<file path="src/rtl/item_memory_loader_if.sv">
// item_memory_loader_if: host command and item-memory write bus.
// master = loader (takes start/abort/seed/num_items, drives matw/mat_a/rand_num/busy/done).
`timescale 1ns/1ps
interface item_memory_loader_if #(
  parameter int NCORE = 8
);
  logic             start;
  logic             abort;
  logic [31:0]      seed;
  logic [15:0]      num_items;
  logic [NCORE-1:0] matw;
  logic [15:0]      mat_a;
  logic [31:0]      rand_num;
  logic             busy;
  logic             done;

  modport master (
    input  start, abort, seed, num_items,
    output matw, mat_a, rand_num, busy, done
  );

  modport slave (
    output start, abort, seed, num_items,
    input  matw, mat_a, rand_num, busy, done
  );
endinterface

</file>
<file path="src/rtl/item_memory_loader.sv">
// item_memory_loader: fills every core's item memory with xorshift32 words.
// Ports: clk, rst (async high), bus (master: start/abort/seed/num_items in; matw/mat_a/rand_num/busy/done out).
`timescale 1ns/1ps
module item_memory_loader #(
  parameter int NCORE = 8,
  parameter int DEPTH = 1024
) (
  input logic                 clk,
  input logic                 rst,
  item_memory_loader_if.master bus
);

  localparam int CW = (NCORE > 1) ? $clog2(NCORE) : 1;
  localparam logic [CW-1:0]    LAST_CORE = CW'(NCORE - 1);
  localparam logic [15:0]      DEPTH16   = 16'(DEPTH);
  localparam logic [NCORE-1:0] ONE       = NCORE'(1);

  typedef enum logic [1:0] {
    IDLE,
    WRITE,
    FIN
  } state_t;

  state_t        state;
  logic [31:0]   x;
  logic [15:0]   n;
  logic [15:0]   addr;
  logic [CW-1:0] core;

  function automatic logic [31:0] xs(
    input logic [31:0] v
  );
    logic [31:0] t;
    t = v ^ (v << 13);
    t = t ^ (t >> 17);
    t = t ^ (t << 5);
    return t;
  endfunction

  logic [31:0] x_nxt;
  logic [15:0] n_clamp;
  logic [31:0] seed_fix;
  logic        last_addr;
  logic        last_core;

  assign x_nxt     = xs(x);
  assign n_clamp   = (bus.num_items > DEPTH16)
                   ? DEPTH16 : bus.num_items;
  // zero is the xorshift fixed point
  assign seed_fix  = (bus.seed == 32'd0)
                   ? 32'd1 : bus.seed;
  assign last_addr = (addr == n - 16'd1);
  assign last_core = (core == LAST_CORE);

  always_ff @(posedge clk or posedge rst) begin
    if (rst) begin
      state        <= IDLE;
      x            <= 32'd1;
      n            <= '0;
      addr         <= '0;
      core         <= '0;
      bus.matw     <= '0;
      bus.mat_a    <= '0;
      bus.rand_num <= '0;
      bus.busy     <= 1'b0;
      bus.done     <= 1'b0;
    end else begin
      bus.done <= 1'b0;
      bus.matw <= '0;
      unique case (state)
        IDLE: begin
          if (bus.start && !bus.abort) begin
            x        <= seed_fix;
            n        <= n_clamp;
            addr     <= '0;
            core     <= '0;
            bus.busy <= 1'b1;
            state    <= (n_clamp == 16'd0)
                      ? FIN : WRITE;
          end
        end
        WRITE: begin
          if (bus.abort) begin
            bus.busy <= 1'b0;
            state    <= IDLE;
          end else begin
            x            <= x_nxt;
            bus.matw     <= ONE << core;
            bus.mat_a    <= addr;
            bus.rand_num <= x_nxt;
            if (last_addr) begin
              addr <= '0;
              core <= core + CW'(1);
              if (last_core) begin
                state <= FIN;
              end
            end else begin
              addr <= addr + 16'd1;
            end
          end
        end
        FIN: begin
          bus.done <= 1'b1;
          bus.busy <= 1'b0;
          state    <= IDLE;
        end
        default: begin
          state <= IDLE;
        end
      endcase
    end
  end

endmodule

</file>
<file path="src/flat_wrapper.sv">
// flat-port wrapper written by rule: the top's interface ports become plain ports
module item_memory_loader_flat 
#(
  parameter int NCORE = 8,
  parameter int DEPTH = 1024
)
  (clk, rst, bus_start, bus_abort, bus_seed, bus_num_items, bus_matw, bus_mat_a, bus_rand_num, bus_busy, bus_done);
  item_memory_loader_if #(.NCORE(NCORE)) bus_i ();
  input logic clk;
  input logic rst;
  input wire logic [$bits(bus_i.start)-1:0] bus_start;
  input wire logic [$bits(bus_i.abort)-1:0] bus_abort;
  input wire logic [$bits(bus_i.seed)-1:0] bus_seed;
  input wire logic [$bits(bus_i.num_items)-1:0] bus_num_items;
  output wire logic [$bits(bus_i.matw)-1:0] bus_matw;
  output wire logic [$bits(bus_i.mat_a)-1:0] bus_mat_a;
  output wire logic [$bits(bus_i.rand_num)-1:0] bus_rand_num;
  output wire logic [$bits(bus_i.busy)-1:0] bus_busy;
  output wire logic [$bits(bus_i.done)-1:0] bus_done;
  assign bus_i.start = bus_start;
  assign bus_i.abort = bus_abort;
  assign bus_i.seed = bus_seed;
  assign bus_i.num_items = bus_num_items;
  assign bus_matw = bus_i.matw;
  assign bus_mat_a = bus_i.mat_a;
  assign bus_rand_num = bus_i.rand_num;
  assign bus_busy = bus_i.busy;
  assign bus_done = bus_i.done;
  item_memory_loader #(.NCORE(NCORE), .DEPTH(DEPTH)) u_core (.clk(clk), .rst(rst), .bus(bus_i));
endmodule
</file>
<file path="config.mk">
export PLATFORM = sky130hd
export DESIGN_NAME = item_memory_loader_flat
export DESIGN_NICKNAME = d
export VERILOG_FILES = /design/src/rtl/item_memory_loader_if.sv /design/src/rtl/item_memory_loader.sv /design/src/flat_wrapper.sv
export SDC_FILE = /design/constraint.sdc
export NUM_CORES = 1
export LEC_CHECK = 0
export CORE_ASPECT_RATIO = 1.75
export CORE_UTILIZATION = 58
export CTS_CLUSTER_DIAMETER = 120
export DETAILED_ROUTE_END_ITERATION = 8
export PLACE_DENSITY = 0.87
export SYNTH_ARGS = -nofsm -noshare
export SYNTH_HDL_FRONTEND = slang
export SYNTH_SLANG_ARGS = --single-unit
</file>
<file path="constraint.sdc">
create_clock -name clk -period 9.05 [get_ports clk]
set_input_delay 2.2625 -clock clk [delete_from_list [all_inputs] [get_ports clk]]
set_output_delay 2.2625 -clock clk [all_outputs]
set_load 0.05 [all_outputs]
</file>
### Word-level counts from Yosys, hierarchy flattened

Index checks and enable logic that the tools add are counted.
W data, S select, Z words.

* output and inout port bits: 58
* bits in registers: 127
* input port bits: 52
* word-level logic and storage cells: 67

* equality and inequality tests: 10
* reduce and logical (&&, ||, !) cells: 13
* order comparisons: 1
* shift-type cells: 1
* add/subtract/negate cells: 3
* multiplexer cells: 25
* bitwise gates (word level): 4

Operators by type and width (number)
* $mux W32: 3
* $mux W16: 4
* $pmux W32 S2: 1
* $xor A32 B32 Y32: 2
* $logic_not A32 Y1: 1
* $pmux W16 S2: 1
* $xor A32 B15 Y32: 1
* $add A16 B1 Y16 const B: 1
* $eq A16 B16 Y1: 1
* $gt A16 B11 Y1 const B: 1
* $logic_not A16 Y1: 1
* $mux W8: 2
* $sub A16 B1 Y16 const B: 1
* $mux W2: 5
* $mux W3: 3
* $reduce_and A3 Y1: 3
* $shl A1 B3 Y8 const A: 1
* $ne A3 B2 Y1 const B: 2
* $pmux W3 S2: 1
* $ne A2 B1 Y1 const B: 2
* $ne A2 B2 Y1 const B: 2
* $pmux W2 S2: 1
* $reduce_and A2 Y1: 2
* $reduce_and A4 Y1: 1
* other kinds (12): 14

### Logic depth before layout (Yosys ltp)

Gate-level depths: netlist of the first run.

* depth in word-level cells: 6
* gate-level depth with buffers: 11
* depth with buffers taken out: 9

### Least setup slack after synthesis of the first run

OpenSTA, ideal clock, no wires.

* kind: input -> register
* start: input port bus_start
* end: register u_core.addr[14]
* setup time: 120 ps
* buffers on the path: 0
* stages on the path: 6
* arrival: 3637 ps
* path slack: 5294 ps
* path through: mux2i_1 -> nor2_1 -> nand4_1 -> or4_1 -> xnor2_1 -> and3_1

* word-level cells in the longest chain between the ends: 3

RTL lines
* start: declaration: line flat_wrapper.sv:11 `input wire logic [$bits(bus_i.start)-1:0] bus_start;`
* $logic_and A1 B1 Y1: line item_memory_loader.sv:72 `if (bus.start && !bus.abort) begin`
* $ne A2 B1 Y1 (no line)
* $reduce_and A3 Y1 (no line)
* end signal: assignment: line item_memory_loader.sv:98 `addr <= addr + 16'd1;`
* end: declaration: line item_memory_loader.sv:27 `logic [15:0] addr;`

Every way passes these cells.
A chain may end at the register's enable or synchronous reset.

### Worst setup path in the final report of the first run

* start: input port bus_start
* end: register u_core.addr[6]

The elaborated chain is that of the path after synthesis.

==> impl_results.md, run 1 <==
* Initial antenna violation count at 0
* Residual DRC count at 13
* Synthesis-stage register bit count at approximately 130
* Aggregate routed wire length at around 19,000 µm
* Routability cong. at 0.993
* R2R Setup Slk at between 5 and 6 ns
* Vias per inst at 6.19
* Clk slew on worst S/H paths at about 0.060 ns
* Violated checks: design-rule violations
* Hold Violations, Final at 0
* Post-cts gate resize count at 0
* Worst Setup Start Kind: primary input
* Total power draw at approximately 0.0036 W
* Synth Instances at roughly 730
* Worst Hold Class: reg -> reg
* CP max FO at 54
* Port bufs at around 110
* Bufs on Longest Clock Path at 2
* PD cells at around 420 nW/µm²
* Final min period at ~4.4 ns
* Max H-tree Level at 4
* Sequential fraction of design power at 26.3%
* RSZ-0062 raised after global routing: no
* Synthesized cell area at about 6800 µm²
* Worst hold margin at between 0.4 and 0.5 ns
* Tot GR Track Use at between 30% and 40%
* P&R area growth vs syn at 25.6%
* Setup bufs post-CTS at 0
* Io pins at 110
* Yosys cell types at 54
* Yosys warning total at 0
* Hold_buf cts at 0
* Synth Area per Inst at around 9.4 µm²
* Number of global-route vias before repair at about 6,100
* Ant diodes at 0
* CP Data Arrival Time at 4.69 ns
* Post-synth top cells: 126 x dfrtp_1, 119 x nand2_1, 74 x xnor2_1
* CTS Sinks at ~130
* Final Max Tran Viols at 0
* Required @ worst endpoint at about 9.4 ns
* Comb pwr share at a little over half
* DP Cell Count at between 900 and 1,000
* Post-synth top flop: dfrtp_1
* Core ar. at 11,500 µm²
* CTS root buffer: clkbuf_16
* Overflow after GRT at 0
* Clk pwr share at 19.2%
* Final Cycle Share at 48.5%
* DP HPWL at between 10,000 and 15,000 µm
* CTS tree: done
* Die Wd at 84.0 µm
* Yosys top cell area share at a little under half
* Synth async-reset ratio at between 90% and 100%
* Internal at 0.00186 W
* Switching power at roughly 0.0017 W
* Die height at ~150 µm
* Pin count of the biggest net entering global routing at 90
* Clk_skew at 0.0144 ns
* Fin cells at a little under 1,000
* Max cap viols at 0
* 1st-pass router iterations at 7
* Share of post-route cells with drive strength above 1 at a little over 7%
* Sw frac at roughly half
* Clk Latency, worst-skew pair at 0.43 ns
* Antenna-violating nets left at 0
* Worst-Margin Slew at between 1 and 1.5 ns
* CTS buffer count at 17
* Nets@finish at between 800 and 900
* Die area at 12,200 µm²
* Outcome: complete, but fails checks
* DRT iter0 DRCs at between 400 and 500
* Largest cells by area after synthesis: dfrtp_1 46%, xnor2_1 9.5%, nand2_1 6.6%
* First-pass GRT wire length at approximately 30,000 µm
* Relative slew slack at a little under a quarter
* Sequential share of the synthesized area at between 40 and 50%
* Top-count cell post-synth: dfrtp_1
* Max Freq at around 230 MHz
* Peak VDD IR at roughly 310 µV
* Initial Util at between 50% and 60%
* Worst setup EP type: flop
* Final core utilization at between 70% and 80%
* Leak at between 3 and 4 nW
* Setup TNS at 0 ns
* Rows at 52
* CP Class: in -> reg
* Syn nets at 792
* Post-synth EDFFs at 0
* Final setup viols at 0
* Post-synth top area cell: dfrtp_1
* Vias at between 5,000 and 6,000
* Routed WL per cell at between 15 and 20 µm
[cell usage in the layout, fill, tap and decap left out, types with 9 or more instances in the layout]
| master | synthesis | final |
|---|---|---|
| and2_1 | 9 | 9 |
| and3_1 | 20 | 20 |
| xor2_1 | 33 | 33 |
| clkbuf_16 | 0 | 17 |
| a22o_1 | 11 | 11 |
| nor2_1 | 32 | 31 |
| clkdlybuf4s50_1 | 0 | 109 |
| nand3_1 | 19 | 19 |
| ha_1 | 12 | 12 |
| o22ai_1 | 20 | 20 |
| nand4_1 | 12 | 12 |
| nor4_1 | 15 | 15 |
| o21ai_0 | 59 | 59 |
| inv_1 | 18 | 17 |
| dfrtp_1 | 126 | 126 |
| xnor2_1 | 74 | 74 |
| nand2_1 | 119 | 119 |
| a21oi_1 | 38 | 38 |
[kinds of logic after synthesis]
group	count (synthesis)	share of synthesized area (%)
AND/OR/NAND/NOR	259	18.6
AO/OA/AOI/OAI	158	14.5
flip-flops	127	46.6
XOR/XNOR	107	13.7
buffers and inverters	59	3.49
adder cells (fa/ha/maj)	12	2.20
multiplexers	6	0.881
[metrics by stage]
step,cell area [µm²],setup slack [ns]
after floorplan,6820,3.40
final,8570,4.66
after global placement,7970,4.38
after CTS,8570,4.71
after global routing,8570,4.52
after detailed placement,7970,4.30
[power groups by stage]
stage	sequential, W	clock, W	combinational (W)
3_3_place_gp	0.000933	0	0.00186
6_report	0.000941	0.000687	0.00196
3_5_place_dp	0.000944	0	0.00191
4_1_cts	0.000938	0.000691	0.00194
2_1_floorplan	0.00115	0	0.00111
5_1_grt	0.000959	0.000720	0.00208
[critical path, stage by stage]
cell and delay (ns):
clkdlybuf4s50_1 0.55, mux2i_1 0.16, nor2_4 0.11, buf_4 0.46
nand2_1 0.64, and3_2 0.50
[registers in the layout, summed over array words and instances (netlist names), 2 cells and up]
| signal | cells |
|---|---|
| u_core.bus.mat_a | 16 |
| u_core.n | 16 |
| u_core.bus.rand_num | 32 |
| u_core.state | 2 |
| u_core.bus.matw | 8 |
| u_core.x | 32 |
| u_core.core | 3 |
| u_core.addr | 16 |
[worst paths after layout]
path	startpoint	to	cells past startpoint
worst max-delay path	bus_start	u_core.addr[6]	6
worst min-delay path	u_core.bus.mat_a[15]	u_core.bus.mat_a[15]	2
worst max register to register	u_core.n[0]	u_core.state[0]	8
worst min register to register	u_core.bus.mat_a[15]	u_core.bus.mat_a[15]	2
max in group asynchronous	rst	u_core.bus.mat_a[7]	3
min in group asynchronous	rst	u_core.bus.rand_num[0]	2
[per-layer routing]
| metal | part of all wire (%) | track usage (%) | wire length, µm |
|---|---|---|---|
| met1 | 34 | 33.5 | 6450 |
| met2 | 54 | 59.0 | 10200 |
| met3 | 5.3 | 5.16 | 1010 |
| met4 | 6.9 | 22.9 | 1310 |
| met5 | 0 | 0 | 0 |
[area by class of cell]
type / instances / area [µm²]
Fill cell: 777 / 2950
Inverter: 18 / 70.1
Timing Repair Buffer: 115 / 1140
Tap cell: 135 / 169
Clock inverter: 15 / 174
Clock buffer: 17 / 425
Multi-Input combinational cell: 542 / 3410
Sequential cell: 127 / 3180
Note: power is estimated with default switching activity, not from simulation.
==> run 2, diff against run 1 <==
--- a/config.mk
+++ b/config.mk
@@ -6,10 +6,10 @@
 export NUM_CORES = 1
 export LEC_CHECK = 0
 export CORE_ASPECT_RATIO = 1.75
-export CORE_UTILIZATION = 58
+export CORE_UTILIZATION = 54
 export CTS_CLUSTER_DIAMETER = 120
 export DETAILED_ROUTE_END_ITERATION = 8
-export PLACE_DENSITY = 0.87
+export PLACE_DENSITY = 0.81
 export SYNTH_ARGS = -nofsm -noshare
 export SYNTH_HDL_FRONTEND = slang
 export SYNTH_SLANG_ARGS = --single-unit
==> constraint.sdc (replaced) <==
create_clock -name clk -period 4.5 [get_ports clk]
set_input_delay 1.125 -clock clk [delete_from_list [all_inputs] [get_ports clk]]
set_output_delay 1.125 -clock clk [all_outputs]
set_load 0.05 [all_outputs]
==> run 2 against run 1 <==
The run now ends clean. Global-route usage down 1.3 points. Clock skew down 0.0047 ns. Power is 100% higher. Non-clock buffer count is 3 higher. Clock power is 100% higher. Hold slack improved by 0.00064 ns. Final area is 0.98% higher. Worst setup slack lost 3.3 ns. Combinational power grew 98%. Critical path type is now reg -> reg. Largest power group unchanged.
==> impl_results.md, run 2 (synthesis results as in run 1) <==
* Clk pwr share at 19.4% (+0.2 points)
* DP Cell Count at 973 (+3.8%)
* Peak VDD IR at 563 µV (+80%)
* Most frequent cells in the layout: 126 x dfrtp_1, 119 x nand2_1, 109 x clkdlybuf4s50_1
* Post-route cell area at 8650 µm² (+0.98%)
* Outcome: finished clean
* Pin count of the biggest net entering global routing at 128 (+42%)
* Vias per inst at 5.87 (-5.2%)
* Worst setup EP type: flop
* Setup TNS at 0 ns (unchanged)
* Max H-tree Level at 4 (unchanged)
* Internal at 0.00379 W (+100%)
* Vias at 5,891 (-1.8%)
* PD cells at 830 nW/µm² (+98%)
* Initial Util at 55.2% (-4.1 points)
* Final Max Tran Viols at 0 (unchanged)
* Max Freq at around 320 MHz
* Residual DRC count at 0 (-13)
* Commonest non-fill, non-tap cell in the layout: dfrtp_1
* Crit-path most repeated cell: inv_1
* Final min period at 3.12 ns
* Worst-Margin Slew at 0.964 ns (-0.178 ns)
* Ant diodes at 0 (unchanged)
* Relative slew slack at 35.7% (+12 points)
* Die Wd at 86.9 µm (+3.5%)
* Hold_buf cts at 0 (unchanged)
* Post-cts gate resize count at 0 (unchanged)
* Final Cycle Share at 69.3%
* Port bufs at 109 (unchanged)
* Routed WL per cell at 18.9 µm (-3.1%)
* Nets@finish at 888 (+0.34%)
* Share of post-route cells with drive strength above 1 at 7.30% (+0.22 points)
* CP Data Arrival Time at 3.42 ns (-1.27 ns)
* Hold Violations, Final at 0 (unchanged)
* CTS root buffer: clkbuf_16
* Sw frac at 47.1% (-0.95 points)
* Io pins at 110 (unchanged)
* Worst hold start: u_core.bus.mat_a[3]
* CP startpoint: u_core.state[1]
* Slowest library cell on the worst path: nand2_1
* CTS Sinks at 127 (unchanged)
* Final setup viols at 0 (unchanged)
* Die height at 151 µm (+3.6%)
* Regs by FF count: u_core.bus.rand_num x32, u_core.x x32
* Bufs on Longest Clock Path at 2 (unchanged)
* Routability cong. at 0.920 (-7.4%)
* Tot GR Track Use at 31.2% (-1.3 points)
* Clk_skew at 0.00973 ns (-0.00470 ns)
* Rows at 54 (+3.8%)
* Leak at 3.76 nW (+0.11%)
* Antenna-violating nets left at 0 (unchanged)
* CP cell instances: inv_1 > ha_1 > buf_4 > inv_1 > nand2_1 > and3_2
* P&R area growth vs syn at 26.8%
* 1st-pass router iterations at 5 (-2)
* Worst Setup Start Kind: flop
* Clk slew on worst S/H paths at 0.06 ns (about the same)
* Aggregate routed wire length at 19,000 µm (+0.38%)
* Slowest cell delay on critical path at 0.82 ns (+0.18 ns)
* RR Startpoint: u_core.state[1]
* Comb pwr share at 54.2% (-0.4 points)
* Overflow after GRT at 0 (unchanged)
* Required @ worst endpoint at 4.80 ns (-4.55 ns)
* # fillers at 921 (+19%)
* Sequential fraction of design power at 26.4% (about the same)
* Setup bufs post-CTS at 0 (unchanged)
* DRT iter0 DRCs at 464 (+0.43%)
* Core ar. at 12,400 µm² (+7.4%)
* RSZ-0062 raised after global routing: no
* Worst hold margin at 0.473 ns (+0.000637 ns)
* DP HPWL at 13,900 µm (+1.8%)
* Placed inst area at 8040 µm² (+0.97%)
* Initial antenna violation count at 0 (unchanged)
* Max cap viols at 0 (unchanged)
* Number of global-route vias before repair at 6,034 (-1.6%)
* CTS tree: done
* CP max FO at 39 (-28%)
* CTS buffer count at 17 (unchanged)
* Clk Latency, worst-skew pair at 0.42 ns (about the same)
* Die area at 13,100 µm² (+7.3%)
* First-pass GRT wire length at 30,200 µm (-1.2%)
* CP Class: reg -> reg
* Switching power at 0.00338 W (+96%)
* Fin cells at 1,004 (+3.6%)
* Worst Hold Class: reg -> reg
-- run 2: cell count changes in the layout (fill, tap and decap cells not counted), sizes merged --
cell,previous run,this run
bufinv,2,3
clkbuf,17,18
buf,6,9
clkinvlp,2,7
inv,25,17
-- run 2: critical path: cells and delay by family, from the launching register on --
kind          cells  cell delay (ns)
simple gates      2             1.33
buf+inv           3             1.10
flops             1             0.37
fa+ha+maj         1             0.18
-- run 2: per-stage QoR --
step,util [%],total power [W],worst slack [ns]
floorplan,-,0.00455,1.81
global placement,65.1,0.00563,1.28
detailed placement,65.1,0.00573,1.23
CTS,70.0,0.00717,1.41
global route,70.0,0.00755,1.14
finish,70.0,0.00718,1.38
-- run 2: metal layers --
metal  GRT usage (%)  vias up  share of wire, %
met5               0        -                 0
met4            21.8        0               7.1
met1            30.6     2864                34
met2            56.7      239                55
li1                -     2714                 -
met3            6.85       74               4.5
-- run 2: path summary, 6_finish.rpt --
kind / endpoint / slack [ns] / cells after the start
min in group asynchronous: u_core.bus.busy / 1.25 / 3
max in group asynchronous: u_core.bus.rand_num[30] / 2.75 / 3
hold reg to reg: u_core.bus.mat_a[3] / 0.47 / 2
hold / removal: u_core.bus.mat_a[3] / 0.47 / 2
setup / recovery: u_core.addr[6] / 1.38 / 6
setup reg to reg: u_core.addr[6] / 1.38 / 6
-- run 2: final cells by class --
class | instances | area, µm² | share of cell area (%)
sequential | 127 | 3180 | 36.8
clock buffer | 18 | 439 | 5.08
multi-input combinational | 542 | 3410 | 39.4
inverter | 18 | 71.3 | 0.825
timing repair buffer | 118 | 1170 | 13.5
clock inverter | 13 | 166 | 1.92
tap | 168 | 210 | 2.43
-- run 2: power groups by stage --
stage,clock [W],sequential (W),combinational [W]
after floorplan,0,0.00231,0.00223
final,0.00139,0.00189,0.00389
after detailed placement,0,0.00190,0.00383
after CTS,0.00140,0.00188,0.00388
after global routing,0.00146,0.00193,0.00416
after global placement,0,0.00188,0.00375
==> run 3, diff against run 2 <==
--- a/config.mk
+++ b/config.mk
@@ -6,10 +6,10 @@
 export NUM_CORES = 1
 export LEC_CHECK = 0
 export CORE_ASPECT_RATIO = 1.75
-export CORE_UTILIZATION = 54
+export CORE_UTILIZATION = 49
 export CTS_CLUSTER_DIAMETER = 120
 export DETAILED_ROUTE_END_ITERATION = 8
-export PLACE_DENSITY = 0.81
+export PLACE_DENSITY = 0.78
 export SYNTH_ARGS = -nofsm -noshare
 export SYNTH_HDL_FRONTEND = slang
 export SYNTH_SLANG_ARGS = --single-unit
==> constraint.sdc (replaced) <==
create_clock -name clk -period 2.6 [get_ports clk]
set_input_delay 0.65 -clock clk [delete_from_list [all_inputs] [get_ports clk]]
set_output_delay 0.65 -clock clk [all_outputs]
set_load 0.05 [all_outputs]
==> run 3 against run 2 <==
Register-to-register slack got worse by 1.3 ns. Via count grew 2.2%. Core utilization fell by 3.8 points. Hold slack gained 0.00071 ns. First-iteration DRC count down 37%. Critical path type unchanged. Critical endpoint is now u_core.state[0]. Largest power group unchanged.
==> impl_results.md, run 3 (synthesis results as in run 1) <==
* Tot GR Track Use at 30.1% (-1.1 points)
* Clk_skew at 0.00742 ns (-0.00231 ns)
* Final Cycle Share at 96.2% (+27 points)
* Leak at 3.95 nW (+5.0%)
* Commonest non-fill, non-tap cell in the layout: dfrtp_1
* Die area at 14,400 µm² (+10%)
* 1st-pass router iterations at 4 (-1)
* Aggregate routed wire length at 20,500 µm (+7.7%)
* Routed WL per cell at 19.6 µm (+3.5%)
* RR Startpoint: u_core.n[0]
* Relative slew slack at 57.4% (+22 points)
* Hold_buf cts at 0 (unchanged)
* Worst hold start: u_core.bus.mat_a[10]
* Initial Util at 50.4% (-4.7 points)
* Required @ worst endpoint at 2.93 ns (-1.87 ns)
* Max H-tree Level at 4 (unchanged)
* R2R Path End: u_core.state[0]
* Final Max Tran Viols at 0 (unchanged)
* CP Data Arrival Time at 2.83 ns (-0.59 ns)
* Routability cong. at 0.983 (+6.8%)
* Clk Latency, worst-skew pair at 0.41 ns (about the same)
* Final min period at 2.50 ns (-0.616 ns)
* DP HPWL at 15,400 µm (+11%)
* Ant diodes at 0 (unchanged)
* Overflow after GRT at 0 (unchanged)
* CTS tree: done
* Residual DRC count at 0 (unchanged)
* CTS buffer count at 17 (unchanged)
* Max cap viols at 0 (unchanged)
* Worst setup margin at 0.0990 ns (-1.28 ns)
* CTS root buffer: clkbuf_16
* First-pass GRT wire length at 32,600 µm (+7.8%)
* # fillers at 1,076 (+17%)
* Worst hold margin at 0.473 ns (+0.000707 ns)
* Die height at 158 µm (+4.9%)
* R2R Setup Slk at 0.1 ns (-1.28 ns)
* PD cells at 1410 nW/µm² (+70%)
* Hold Path End: u_core.bus.mat_a[10]
* Hold path depth at 2 (unchanged)
* DP Cell Count at 1,009 (+3.7%)
* Initial antenna violation count at 0 (unchanged)
* Antenna-violating nets left at 0 (unchanged)
* Io pins at 110 (unchanged)
* Port bufs at 109 (unchanged)
* CP Class: reg -> reg
* Rows at 56 (+3.7%)
* Worst Hold Class: reg -> reg
* Max Freq at 400 MHz (+25%)
* Nets@finish at 922 (+3.8%)
* Vias per inst at 5.76 (-1.8%)
* Worst-Margin Slew at 0.637 ns (-0.327 ns)
* CTS Sinks at 127 (unchanged)
* Worst Setup Start Kind: flop
* Dpl ws at 0.0265 ns (-1.20 ns)
* Peak VDD IR at 941 µV (+67%)
* Fin cells at 1,045 (+4.1%)
* Core ar. at 13,500 µm² (+9.4%)
* P&R area growth vs syn at 31.2%
* Bufs on Longest Clock Path at 2 (unchanged)
* DRT iter0 DRCs at 294 (-37%)
* Vias at 6,022 (+2.2%)
* Die Wd at 91.2 µm (+4.9%)
* Most frequent cells in the layout: 125 x dfrtp_1, 119 x nand2_1, 109 x clkdlybuf4s50_1
* Worst setup EP type: flop
* Number of global-route vias before repair at 6,360 (+5.4%)
* Clk slew on worst S/H paths at 0.06 ns (about the same)
* Share of post-route cells with drive strength above 1 at 11.6% (+4.3 points)
* Hold Violations, Final at 0 (unchanged)
* CP max FO at 5 (-87%)
* Final setup viols at 0 (unchanged)
* Regs by FF count: u_core.bus.rand_num x32, u_core.x x32
* Pin count of the biggest net entering global routing at 66 (-48%)
* Outcome: finished clean
* R2R cell count at 7 (+1)
* Final core utilization at 66.2% (-3.8 points)
* Total power draw at 0.0126 W (+76%)
==> run 3: cell types whose count changed in the layout (fill, tap and decap cells not counted), moves of 2 or more <==
| cell | change |
|---|---|
| buf_4 | +31 |
| bufinv_16 | -2 |
| clkinvlp_4 | -3 |
| buf_12 | +2 |
| inv_6 | +5 |
==> run 3: layer usage <==
metal,global-route usage [%],vias to the layer above,wire [µm]
li1,-,2784,-
met1,27.7,2927,6650
met2,58.4,225,11500
met3,4.37,86,673
met4,23.4,0,1650
met5,0,-,0
==> run 3: power breakdown <==
| part | internal, W | total (W) | switching (W) |
|---|---|---|---|
| Combinational | 0.00266 | 0.00705 | 0.00439 |
| Clock | 0.00135 | 0.00229 | 0.000938 |
| Sequential | 0.00260 | 0.00328 | 0.000679 |
==> run 3: cell type report <==
cell class,count,area (µm²),area share [%]
tap,174,218,2.43
clock inverter,14,133,1.48
timing repair buffer,152,1460,16.3
sequential,127,3180,35.5
clock buffer,18,439,4.91
inverter,18,71.3,0.797
multi-input combinational,542,3450,38.6
==> run 3: what timing repair did <==
item / CTS / global route
resized for setup: 0 / 8
setup buffers: 0 / 4
endpoints found under the setup margin: 0 / 17
==> run 3: how the worst max path moves through the flow <==
stage,from,end,slack (ns)
3_5_place_dp,u_core.n[3],u_core.state[0],0.03
6_report,u_core.n[0],u_core.state[0],0.1
2_1_floorplan,u_core.n[0],u_core.core[0],0.20
4_1_cts,u_core.n[3],u_core.state[0],0.02
5_1_grt,u_core.n[3],u_core.addr[2],-0.02
3_3_place_gp,bus_start,u_core.addr[8],0.06
==> run 3: per-stage QoR <==
step / area, µm² / setup TNS, ns
detailed placement: 8300 / 0
finish: 8950 / 0
CTS: 8870 / 0
global placement: 8300 / 0
floorplan: 6820 / 0
global route: 8950 / -0.128
==> run 3: critical path, stage by stage, from the launching register on <==
cell and delay [ns]:
dfrtp_1 0.43, or3_4 0.42, or4_4 0.54, a2111oi_4 0.38, nor4_2 0.09, buf_4 0.17, a41oi_2 0.19, mux2i_1 0.21
==> RTL change, RTL diff (flow settings as in run 2) <==
`DEPTH` is set to 1024 in 2 places; all go to 768.
--- a/src/rtl/item_memory_loader.sv
+++ b/src/rtl/item_memory_loader.sv
@@ -3,7 +3,7 @@
 `timescale 1ns/1ps
 module item_memory_loader #(
   parameter int NCORE = 8,
-  parameter int DEPTH = 1024
+  parameter int DEPTH = 768
 ) (
   input logic                 clk,
   input logic                 rst,
--- a/src/flat_wrapper.sv
+++ b/src/flat_wrapper.sv
@@ -2,7 +2,7 @@
 module item_memory_loader_flat 
 #(
   parameter int NCORE = 8,
-  parameter int DEPTH = 1024
+  parameter int DEPTH = 768
 )
   (clk, rst, bus_start, bus_abort, bus_seed, bus_num_items, bus_matw, bus_mat_a, bus_rand_num, bus_busy, bus_done);
   item_memory_loader_if #(.NCORE(NCORE)) bus_i ();
Check against the original RTL: no difference found for any inputs over 4 cycles, from zero or initial values and one cycle with rst high; that may be too few to reach the edited logic, so the function may still have changed.
==> RTL change against run 2 <==
Area after synthesis is 1.9% lower. Cell count is 1.9% lower. Sequential cell count stayed put. Total power is 3.8% lower. Routed wire length is 3.6% lower. Setup slack worse by 390 ps. Cell area is 1.5% lower. Die area is 1.9% lower. Synthesized cell count is 1.9% lower. Critical path type unchanged. Highest routed layer unchanged.
==> RTL change: results (changes against run 2) <==
metric,value,unit,change
status,"complete, no violations",,
commonest cells in the netlist,"dfrtp_1 (126), nand2_1 (123), xnor2_1 (71)",,
maximum number of pins on one net before global-route repair,128,,unchanged
fin nets,871,,-1.9%
R2R Setup Slk,990,ps,-390 ps
initial DRC count,332,,-28%
share of cells above drive strength 1,0.0598,,-0.0132
post-DP HPWL,13500,um,-2.7%
sequential area share after synthesis,0.475,,+0.00916
VDD IR max,516,uV,-8.4%
Layout fillers,938,,+1.8%
Critical Path Start,u_core.n[0]$_DFFE_PP0P_,,
Area contributors post-synth,"dfrtp_1 (47%), xnor2_1 (9.3%), nand2_1 (6.9%)",,
slowest CP cell,and2_1,,
net count after synthesis,778,,-1.8%
worst slew pin tran,960,ps,-4.11 ps
leakage,3.65,nW,-3.0%
Total GRT Usage,0.304,,-0.00741
routed wire length,18300,um,-3.6%
Pint,3.71,mW,-2.2%
crit-path max FO,15,,-62%
skew final,6.31,ps,-3.42 ps
CP max stage delay,560,ps,-260 ps
r2r endpoint,u_core.core[0]$_DFFE_PP0P_,,
vias in the first global route,5881,,-2.5%
Setup crit end kind,register,,
routed via count,5648,,-4.1%
Bufs on Longest Clock Path,2,,unchanged
RePlAce Congestion,0.963,,+4.7%
HP Class,reg -> reg,,
Synth cell types,52,,-3.7%
antenna violations before repair,0,,unchanged
first-pass GRT wire length,29300,um,-3.0%
Skew-Pair Late Insertion Delay,420,ps,about the same
RTL change: cell types whose count changed in the layout (fill, tap and decap cells not counted), moves of 4 or more:
cell / change
and3_1: -11
nor2_1: +11
xor2_1: +7
inv_1: -5
nand4_1: -5
a31oi_1: -4
and3_2: -4
nand2_1: +4
o221ai_1: -4
RTL change: layer usage:
metal  up-vias  share of wire  track usage  wire [um]
met4         0          0.052        0.168        952
met3        67          0.039       0.0542        713
met2       203           0.57        0.586      10400
met1      2739           0.34        0.298       6260
met5         -              0            0          0
li1       2639              -            -          -
RTL change: kinds of logic after synthesis:
group / Yosys count / synth area share
buf+inv: 55 / 0.0341
simple gates: 254 / 0.172
compound gates: 149 / 0.139
fa+ha+maj: 12 / 0.0225
flops: 127 / 0.475
mux: 6 / 0.0114
xor+xnor: 111 / 0.145
RTL change: final cells by class:
class | count | area [sq um] | area share
clock inverters | 13 | 185 | 0.0217
multi-input cells | 532 | 3290 | 0.386
repair buffers | 116 | 1160 | 0.136
clock buffers | 19 | 453 | 0.0532
well taps | 165 | 206 | 0.0242
inverters | 13 | 52.6 | 0.00617
flip-flops and latches | 127 | 3180 | 0.373
RTL change: power by group through the flow:
stage	clock [mW]	combinational [mW]	sequential [mW]
after floorplan	0	2.05	2.24
after global placement	0	3.47	1.82
after detailed placement	0	3.54	1.84
after CTS	1.48	3.59	1.82
after global routing	1.54	3.84	1.86
final	1.48	3.60	1.83
RTL change: per-stage QoR:
step / area (sq um) / total power, mW / std cells / setup slack, ps / util
floorplan: 6690 / 4.29 / 714 / 1560 / -
global placement: 7880 / 5.29 / 953 / 1150 / 0.653
detailed placement: 7880 / 5.38 / 953 / 1020 / 0.653
CTS: 8520 / 6.88 / 985 / 1060 / 0.706
global route: 8520 / 7.23 / 985 / 786 / 0.706
finish: 8520 / 6.91 / 985 / 991 / 0.706
RTL change: worst min path at each step:
stage	start	end	slack [ps]	cells past startpoint
after floorplan	u_core.x[0]$_DFFE_PP1P_	u_core.x[0]$_DFFE_PP1P_	460	2
after global placement	u_core.bus.mat_a[9]$_DFFE_PP0P_	u_core.bus.mat_a[9]$_DFFE_PP0P_	460	2
after detailed placement	u_core.bus.mat_a[5]$_DFFE_PP0P_	u_core.bus.mat_a[5]$_DFFE_PP0P_	460	2
after CTS	u_core.bus.mat_a[5]$_DFFE_PP0P_	u_core.bus.mat_a[5]$_DFFE_PP0P_	480	2
after global routing	u_core.bus.mat_a[5]$_DFFE_PP0P_	u_core.bus.mat_a[5]$_DFFE_PP0P_	490	2
final	u_core.bus.mat_a[5]$_DFFE_PP0P_	u_core.bus.mat_a[5]$_DFFE_PP0P_	470	2
